File: config.mk
export PLATFORM = sky130hd
export DESIGN_NAME = core_ctrl_flat
export DESIGN_NICKNAME = d
export VERILOG_FILES = /design/src/rtl/core_ctrl_pkg.sv /design/src/rtl/core_ctrl_if.sv /design/src/rtl/core_ctrl_perf.sv /design/src/rtl/core_ctrl.sv /design/src/flat_wrapper.sv
export SDC_FILE = /design/constraint.sdc
export NUM_CORES = 1
export LEC_CHECK = 0
export BUFFER_PORTS_ARGS = -buffer_cell sky130_fd_sc_hd__buf_4
export CAP_MARGIN = 20
export CORE_MARGIN = 1.5
export CORE_UTILIZATION = 51
export DETAILED_ROUTE_END_ITERATION = 10
export GPL_ROUTABILITY_DRIVEN = 0
export PLACE_DENSITY = 0.86
export REMOVE_ABC_BUFFERS = 1
export SLEW_MARGIN = 20
export SYNTH_ARGS = -nofsm -noshare
export SYNTH_HDL_FRONTEND = slang
export SYNTH_HIERARCHICAL = 1
export SYNTH_SLANG_ARGS = --single-unit
File: constraint.sdc
create_clock -name clk -period 2.38 [get_ports clk]
set_clock_uncertainty 0.05 [all_clocks]
set_input_delay 0 -clock clk [delete_from_list [all_inputs] [get_ports clk]]
set_output_delay 0 -clock clk [all_outputs]
set_load 0.01 [all_outputs]
File: src/rtl/core_ctrl_pkg.sv
// core_ctrl_pkg: constants and types shared by the control sequencer and
// the instruction decoder.
//   - opcode values carried in instr[6:0]
//   - ALU op codes the decoder reports on dec_alu_op (0 = unrecognised)
//   - sequencer state type
package core_ctrl_pkg;

    localparam logic [6:0] OP_ADD  = 7'h01;
    localparam logic [6:0] OP_SUB  = 7'h02;
    localparam logic [6:0] OP_AND  = 7'h03;
    localparam logic [6:0] OP_OR   = 7'h04;
    localparam logic [6:0] OP_XOR  = 7'h05;
    localparam logic [6:0] OP_SLL  = 7'h06;
    localparam logic [6:0] OP_SRL  = 7'h07;
    localparam logic [6:0] OP_SRA  = 7'h08;
    localparam logic [6:0] OP_SLT  = 7'h09;
    localparam logic [6:0] OP_SLTU = 7'h0A;
    localparam logic [6:0] OP_LW   = 7'h0B;
    localparam logic [6:0] OP_SW   = 7'h0C;
    localparam logic [6:0] OP_HALT = 7'h7F;

    localparam logic [3:0] ALU_NONE = 4'd0;
    localparam logic [3:0] ALU_ADD  = 4'd1;
    localparam logic [3:0] ALU_SUB  = 4'd2;
    localparam logic [3:0] ALU_AND  = 4'd3;
    localparam logic [3:0] ALU_OR   = 4'd4;
    localparam logic [3:0] ALU_XOR  = 4'd5;
    localparam logic [3:0] ALU_SLL  = 4'd6;
    localparam logic [3:0] ALU_SRL  = 4'd7;
    localparam logic [3:0] ALU_SRA  = 4'd8;
    localparam logic [3:0] ALU_SLT  = 4'd9;
    localparam logic [3:0] ALU_SLTU = 4'd10;
    localparam logic [3:0] ALU_LW   = 4'd11;
    localparam logic [3:0] ALU_SW   = 4'd12;

    typedef enum logic [2:0] {
        S_IDLE   = 3'd0,
        S_FETCH  = 3'd1,
        S_DECODE = 3'd2,
        S_EXEC   = 3'd3,
        S_MEM    = 3'd4,
        S_WB     = 3'd5,
        S_HALT   = 3'd6
    } state_e;

    function automatic logic is_mem_op(input logic [3:0] op);
        return (op == ALU_LW) || (op == ALU_SW);
    endfunction

endpackage

File: src/rtl/core_ctrl_if.sv
// core_ctrl_if: memory, decoder and datapath-strobe signals around the
// control sequencer.
//   master (sequencer): drives imem_req/imem_addr, dec_instr, rf_rd_en,
//                       alu_en, dmem_req/dmem_we, rf_we, wb_sel
//   slave  (memories/decoder/datapath): drives imem_valid/imem_rdata,
//                       dec_alu_op, dmem_ready
interface core_ctrl_if #(
    parameter int PC_W = 32
);
    logic            imem_req;
    logic [PC_W-1:0] imem_addr;
    logic            imem_valid;
    logic [31:0]     imem_rdata;
    logic [31:0]     dec_instr;
    logic [3:0]      dec_alu_op;
    logic            rf_rd_en;
    logic            alu_en;
    logic            dmem_req;
    logic            dmem_we;
    logic            dmem_ready;
    logic            rf_we;
    logic            wb_sel;

    modport master (
        output imem_req, imem_addr, dec_instr, rf_rd_en, alu_en,
               dmem_req, dmem_we, rf_we, wb_sel,
        input  imem_valid, imem_rdata, dec_alu_op, dmem_ready
    );

    modport slave (
        input  imem_req, imem_addr, dec_instr, rf_rd_en, alu_en,
               dmem_req, dmem_we, rf_we, wb_sel,
        output imem_valid, imem_rdata, dec_alu_op, dmem_ready
    );
endinterface

File: src/rtl/core_ctrl_perf.sv
// core_ctrl_perf: retired-instruction and busy-cycle counters.
//   clk, rst_n   clock, async active-low reset
//   clear_i      synchronous clear (accepted start)
//   retire_i     one pulse per retired instruction
//   busy_i       sequencer busy
//   retired_o    retired instruction count (wraps at 2^32)
//   cycles_o     busy cycle count (wraps at 2^32)
module core_ctrl_perf (
    input  logic        clk,
    input  logic        rst_n,
    input  logic        clear_i,
    input  logic        retire_i,
    input  logic        busy_i,
    output logic [31:0] retired_o,
    output logic [31:0] cycles_o
);

    logic [31:0] retired_q, retired_d;
    logic [31:0] cycles_q, cycles_d;

    always_comb begin
        retired_d = retired_q;
        cycles_d  = cycles_q;
        if (clear_i) begin
            retired_d = '0;
            cycles_d  = '0;
        end else begin
            if (retire_i) retired_d = retired_q + 32'd1;
            if (busy_i)   cycles_d  = cycles_q + 32'd1;
        end
    end

    always_ff @(posedge clk or negedge rst_n) begin
        if (!rst_n) begin
            retired_q <= '0;
            cycles_q  <= '0;
        end else begin
            retired_q <= retired_d;
            cycles_q  <= cycles_d;
        end
    end

    assign retired_o = retired_q;
    assign cycles_o  = cycles_q;

endmodule

File: src/rtl/core_ctrl.sv
// core_ctrl: multi-cycle control sequencer. Fetches an instruction, hands it
// to the decoder, then steps the datapath through EXEC / MEM / WB and
// advances the PC. Halts on the HALT opcode or an unrecognised opcode.
//
// Optional build macro CORE_CTRL_PERF_EN: when defined, retired/cycles are
// live counters (core_ctrl_perf); otherwise they are tied to zero.
//
// Ports:
//   clk, rst_n        clock, async active-low reset
//   start             begin execution at RESET_PC (only in IDLE/HALT)
//   bus (master)      imem / decoder / dmem / datapath strobes
//   busy              not in IDLE or HALT
//   halted            in HALT
//   illegal           sticky, halted on an unrecognised opcode
//   retired, cycles   performance counters
//
// state  | meaning
// IDLE   | after reset, waiting for start
// FETCH  | imem_req held until imem_valid, instruction latched
// DECODE | register read; opcode picks HALT or EXEC
// EXEC   | ALU evaluate; LW/SW go to MEM, everything else to WB
// MEM    | dmem_req held until dmem_ready; SW retires here
// WB     | register write, retire
// HALT   | stopped, waiting for start
module core_ctrl
    import core_ctrl_pkg::*;
#(
    parameter int              PC_W     = 32,
    parameter logic [PC_W-1:0] RESET_PC = '0
) (
    input  logic        clk,
    input  logic        rst_n,
    input  logic        start,
    core_ctrl_if.master bus,
    output logic        busy,
    output logic        halted,
    output logic        illegal,
    output logic [31:0] retired,
    output logic [31:0] cycles
);

    localparam logic [PC_W-1:0] PC_INC = PC_W'(4);

    state_e          state_q, state_d;
    logic [PC_W-1:0] pc_q, pc_d;
    logic [31:0]     instr_q, instr_d;
    logic [3:0]      op_q, op_d;
    logic            illegal_q, illegal_d;
    logic            retire;

    always_comb begin
        state_d   = state_q;
        pc_d      = pc_q;
        instr_d   = instr_q;
        op_d      = op_q;
        illegal_d = illegal_q;
        retire    = 1'b0;

        case (state_q)
            S_IDLE, S_HALT: begin
                if (start) begin
                    state_d   = S_FETCH;
                    pc_d      = RESET_PC;
                    illegal_d = 1'b0;
                end
            end
            S_FETCH: begin
                if (bus.imem_valid) begin
                    instr_d = bus.imem_rdata;
                    state_d = S_DECODE;
                end
            end
            S_DECODE: begin
                // The decoder op is captured here so that dmem_we and wb_sel
                // later come from a register, not from the decoder input.
                op_d = bus.dec_alu_op;
                if (instr_q[6:0] == OP_HALT) begin
                    state_d = S_HALT;
                end else if (bus.dec_alu_op == ALU_NONE) begin
                    state_d   = S_HALT;
                    illegal_d = 1'b1;
                end else begin
                    state_d = S_EXEC;
                end
            end
            S_EXEC: begin
                state_d = is_mem_op(op_q) ? S_MEM : S_WB;
            end
            S_MEM: begin
                if (bus.dmem_ready) begin
                    if (op_q == ALU_SW) begin
                        retire  = 1'b1;
                        state_d = S_FETCH;
                    end else begin
                        state_d = S_WB;
                    end
                end
            end
            S_WB: begin
                retire  = 1'b1;
                state_d = S_FETCH;
            end
            default: state_d = S_IDLE;
        endcase

        if (retire) pc_d = pc_q + PC_INC;
    end

    always_ff @(posedge clk or negedge rst_n) begin
        if (!rst_n) begin
            state_q   <= S_IDLE;
            pc_q      <= RESET_PC;
            instr_q   <= '0;
            op_q      <= ALU_NONE;
            illegal_q <= 1'b0;
        end else begin
            state_q   <= state_d;
            pc_q      <= pc_d;
            instr_q   <= instr_d;
            op_q      <= op_d;
            illegal_q <= illegal_d;
        end
    end

    // Every output is a decode of registered state only.
    assign bus.imem_req  = (state_q == S_FETCH);
    assign bus.imem_addr = pc_q;
    assign bus.dec_instr = instr_q;
    assign bus.rf_rd_en  = (state_q == S_DECODE);
    assign bus.alu_en    = (state_q == S_EXEC);
    assign bus.dmem_req  = (state_q == S_MEM);
    assign bus.dmem_we   = (state_q == S_MEM) && (op_q == ALU_SW);
    assign bus.rf_we     = (state_q == S_WB);
    assign bus.wb_sel    = (state_q == S_WB) && (op_q == ALU_LW);

    assign busy    = (state_q != S_IDLE) && (state_q != S_HALT);
    assign halted  = (state_q == S_HALT);
    assign illegal = illegal_q;

`ifdef CORE_CTRL_PERF_EN
    logic perf_clear;
    assign perf_clear = start && !busy;

    core_ctrl_perf u_perf (
        .clk       (clk),
        .rst_n     (rst_n),
        .clear_i   (perf_clear),
        .retire_i  (retire),
        .busy_i    (busy),
        .retired_o (retired),
        .cycles_o  (cycles)
    );
`else
    assign retired = '0;
    assign cycles  = '0;
`endif

endmodule

File: src/flat_wrapper.sv
// flat-port wrapper written by rule: the top's interface ports become plain ports
module core_ctrl_flat import core_ctrl_pkg::*;
#(
    parameter int              PC_W     = 32,
    parameter logic [PC_W-1:0] RESET_PC = '0
)
  (clk, rst_n, start, busy, halted, illegal, retired, cycles, bus_imem_req, bus_imem_addr, bus_dec_instr, bus_rf_rd_en, bus_alu_en, bus_dmem_req, bus_dmem_we, bus_rf_we, bus_wb_sel, bus_imem_valid, bus_imem_rdata, bus_dec_alu_op, bus_dmem_ready);
  core_ctrl_if #(.PC_W(PC_W)) bus_i ();
  input  logic clk;
  input  logic rst_n;
  input  logic start;
  output logic busy;
  output logic halted;
  output logic illegal;
  output logic [31:0] retired;
  output logic [31:0] cycles;
  output wire logic [$bits(bus_i.imem_req)-1:0] bus_imem_req;
  output wire logic [$bits(bus_i.imem_addr)-1:0] bus_imem_addr;
  output wire logic [$bits(bus_i.dec_instr)-1:0] bus_dec_instr;
  output wire logic [$bits(bus_i.rf_rd_en)-1:0] bus_rf_rd_en;
  output wire logic [$bits(bus_i.alu_en)-1:0] bus_alu_en;
  output wire logic [$bits(bus_i.dmem_req)-1:0] bus_dmem_req;
  output wire logic [$bits(bus_i.dmem_we)-1:0] bus_dmem_we;
  output wire logic [$bits(bus_i.rf_we)-1:0] bus_rf_we;
  output wire logic [$bits(bus_i.wb_sel)-1:0] bus_wb_sel;
  input wire logic [$bits(bus_i.imem_valid)-1:0] bus_imem_valid;
  input wire logic [$bits(bus_i.imem_rdata)-1:0] bus_imem_rdata;
  input wire logic [$bits(bus_i.dec_alu_op)-1:0] bus_dec_alu_op;
  input wire logic [$bits(bus_i.dmem_ready)-1:0] bus_dmem_ready;
  assign bus_imem_req = bus_i.imem_req;
  assign bus_imem_addr = bus_i.imem_addr;
  assign bus_dec_instr = bus_i.dec_instr;
  assign bus_rf_rd_en = bus_i.rf_rd_en;
  assign bus_alu_en = bus_i.alu_en;
  assign bus_dmem_req = bus_i.dmem_req;
  assign bus_dmem_we = bus_i.dmem_we;
  assign bus_rf_we = bus_i.rf_we;
  assign bus_wb_sel = bus_i.wb_sel;
  assign bus_i.imem_valid = bus_imem_valid;
  assign bus_i.imem_rdata = bus_imem_rdata;
  assign bus_i.dec_alu_op = bus_dec_alu_op;
  assign bus_i.dmem_ready = bus_dmem_ready;
  core_ctrl #(.PC_W(PC_W), .RESET_PC(RESET_PC)) u_core (.clk(clk), .rst_n(rst_n), .start(start), .bus(bus_i), .busy(busy), .halted(halted), .illegal(illegal), .retired(retired), .cycles(cycles));
endmodule
==> summary.md <==
| Metric | Value |
|---|---|
| Status | `finished clean` |
| Top cell type's share of synthesized area | `44.7%` |
| Critical Path Source Type | `flip-flop` |
| Layout cells sized above 1 | `around a third` |
| Initial DRC Count | `199` |
| Area growth syn-to-layout | `32.0%` |
| CP Class | `flip-flop to flip-flop` |
| Via count | `3260` |
| IO Pins | `179` |
| Hold crit path type | `input pin to asynchronous set/reset pin` |
| CTS tree | `yes` |
| CP bufs+invs | `1` |
| Crit path from | `u_core/state_q[1]` |
| Grt ovf | `0` |
| N_diodes | `0` |
| Vias in the first global route | `around 3200` |
| Switch Pwr | `1.76 mW` |
| Fin util | `70.6%` |
| Max clock buf depth | `2` |
| Max-cap check violation count | `0` |
| Count of different cell masters after synthesis | `44` |
| Die area | `roughly 8200 um2` |
| Worst IR Drop VDD | `a little over 700 uV` |
| Total CTS buffers | `9` |
| DP HPWL | `6.28 mm` |
| Power, Total | `4.85 mW` |
| # fillers | `528` |
| Area leader, netlist | `dfrtp_1` |
| Commonest non-fill, non-tap cell in the layout | `buf_4` |
| Final WL | `10.1 mm` |
| Setup-failing EPs final | `0` |
| Final period util | `81.6%` |
| GR Util All Layers | `24.6%` |
| Synth warn | `6` |
| Sw frac | `approximately 36%` |
| Hold WS | `about 280 ps` |
| Pwr dens | `938 nW/um2` |
| Post-synth EDFFs | `0` |
| Flop pwr share | `38.6%` |
| Slew headroom | `41.6%` |
| Post-route DRC | `0` |
| Initial Utilization | `53.5%` |
| Core area | `7330 um2` |
| Post-DP Area | `4580 um2` |
| Post-layout nets | `566` |
| Worst Path Required | `2540 ps` |
| Largest net degree at the start of global routing | `71` |
| Max FO, Critical Path | `29` |
| Combinational share of power | `41.1%` |
| Final instance area | `5180 um2` |
| Crit-path cells | `nor2b_1 -> or4_1 -> buf_4 -> a311o_1` |
| Top_reg_cell synth | `dfrtp_1` |
| Crit. End Element | `flip-flop` |
| Drt wl/cell | `16.1 um` |
| # rows | `31` |
| Die Ht | `90.7 um` |
| Post-Synthesis Cells | `374` |
| Cell Count, Final, Fillers Out | `628` |
| IO Port Bufs | `112` |
| Worst path top cell family by delay | `flip-flops` |
| TNS Setup | `0 ps` |
| Largest stage delay on the critical path | `610 ps` |
| Area contributors post-synth | `dfrtp_1 45%, buf_4 13%, mux2_2 10%` |
| Die Wd | `90.7 um` |
| Clock root buffer | `clkbuf_8` |
| RR Endpoint | `u_core/bus.imem_addr[9]` |
| Post-synthesis area per instance | `about 10 um2` |
| Post-Synthesis Cell Area | `3920 um2` |
| Static leakage | `around 2.6 nW` |
| RSZ-0062 raised after global routing | `false` |
| Final Hold Vio Count | `0` |
| CTS H-tree depth | `3` |
| Slowest stage cell, crit path | `dfrtp_1` |
| Worst Reg-to-Reg Cells | `4` |
| Post-route ant nets | `0` |
| Peak Freq | `0.515 GHz` |
| CTS Sinks | `70` |
| Drt first pass iters | `6` |
| Clock share of power | `20.2%` |
| Internal Dissipation | `3.10 mW` |
| Reg2reg start | `u_core/state_q[1]` |
| Flops & latches, synth | `70` |
| First-pass GRT wire length | `16.1 mm` |
| Vias per cell | `5.19` |
| Final Critical Period | `1940 ps` |
| Clock Latency Late Sink | `330 ps` |
| Dpl cells | `572` |
| Share of flip-flops with an asynchronous set or reset | `100%` |
| CP arrival | `between 2000 and 2500 ps` |
| Max-slew violations | `0` |
| Clock Pin Slew Worst Setup and Hold Paths | `around 80 ps` |
| Commonest non-fill, non-tap cells in the layout | `118 x buf_4, 70 x dfrtp_1, 66 x conb_1, 40 x dlygate4sd3_1` |
| Initial antenna violation count | `0` |
| Sequential fraction of the synthesis area | `44.7%` |
| Setup ws final | `438 ps` |
| Least-Margin Pin Slew | `876 ps` |
| DP Worst Slack | `about 470 ps` |
| Worst reg2reg setup slack | `440 ps` |
## cells in the mapped netlist, types with 3 or more instances
cell type and count:
dfrtp_1 70, buf_4 67, mux2_2 36, nand2_1 36, mux2i_1 25, nand4_1 20, nand3_1 15, buf_2 13
nor2_1 11, o21ai_0 9, nor4_1 6, and3_1 5, inv_1 5, or4_1 5, a21oi_1 4, nand4b_1 4
nor3_1 4, o31ai_1 4, and4_1 3, nor2b_1 3
## cell families (layout without fill, tap and decap cells)
logic type	Yosys count	count (layout)	share of synthesized area, %
flip-flops	70	70	44.7
AO/OA/AOI/OAI	26	26	4.34
buffers and inverters	89	179	15.7
AND/OR/NAND/NOR	125	125	17.8
adder cells (fa/ha/maj)	1	1	0.319
other	1	66	0.0956
multiplexers	62	62	17.0
## registers in the layout, summed over array words and instances (netlist names)
name and flops:
u_core/bus.imem_addr 30, u_core/op_q 4, u_core/state_q 3, u_core/bus.dec_instr 32, u_core/illegal 1
## routing by layer
layer  wire (um)  GRT usage (%)  part of all wire (%)  vias to the layer above
met3         895           6.90                   8.9                       15
met2        4860           40.7                    48                      187
met1        4220           31.2                    42                     1550
met4         132           7.80                   1.3                        0
met5           0              0                     0                        -
li1            -              -                     -                     1508
## layout make-up
type / instances / area, um2 / area share [%]
multi-input combinational: 280 / 1800 / 34.7
timing repair buffer: 158 / 1290 / 24.8
clock inverter: 4 / 45.0 / 0.870
clock buffer: 12 / 155 / 3.00
sequential: 70 / 1750 / 33.8
tap: 99 / 124 / 2.39
inverter: 5 / 18.8 / 0.362
## worst max-delay path by stage
stage	endpoint	slack [ps]	cells after the start
global route	u_core/bus.imem_addr[22]	330	5
floorplan	u_core/bus.dec_instr[0]	270	2
detailed placement	u_core/bus.imem_addr[9]	470	4
CTS	u_core/bus.imem_addr[9]	450	4
finish	u_core/bus.imem_addr[9]	440	4
global placement	u_core/bus.imem_addr[9]	520	4
## worst reg2reg max path, cell delays in order (launching register included)
cell	delay (ps)
dfrtp_1	610
nor2b_1	120
or4_1	480
buf_4	240
a311o_1	330
## power groups by stage
stage	logic (mW)	clock network (mW)	registers, mW
finish	2.00	0.981	1.88
CTS	1.93	0.995	1.84
floorplan	0.847	0	1.97
detailed placement	1.88	0	1.85
global route	2.15	1.05	1.92
global placement	1.82	0	1.83
## what timing repair did
item,4_1_cts,5_1_grt
resized for setup,0,0
buffers inserted,0,0
hold buffers,40,0
endpoints found under the hold margin,110,0
(Power assumes the default switching activity.)
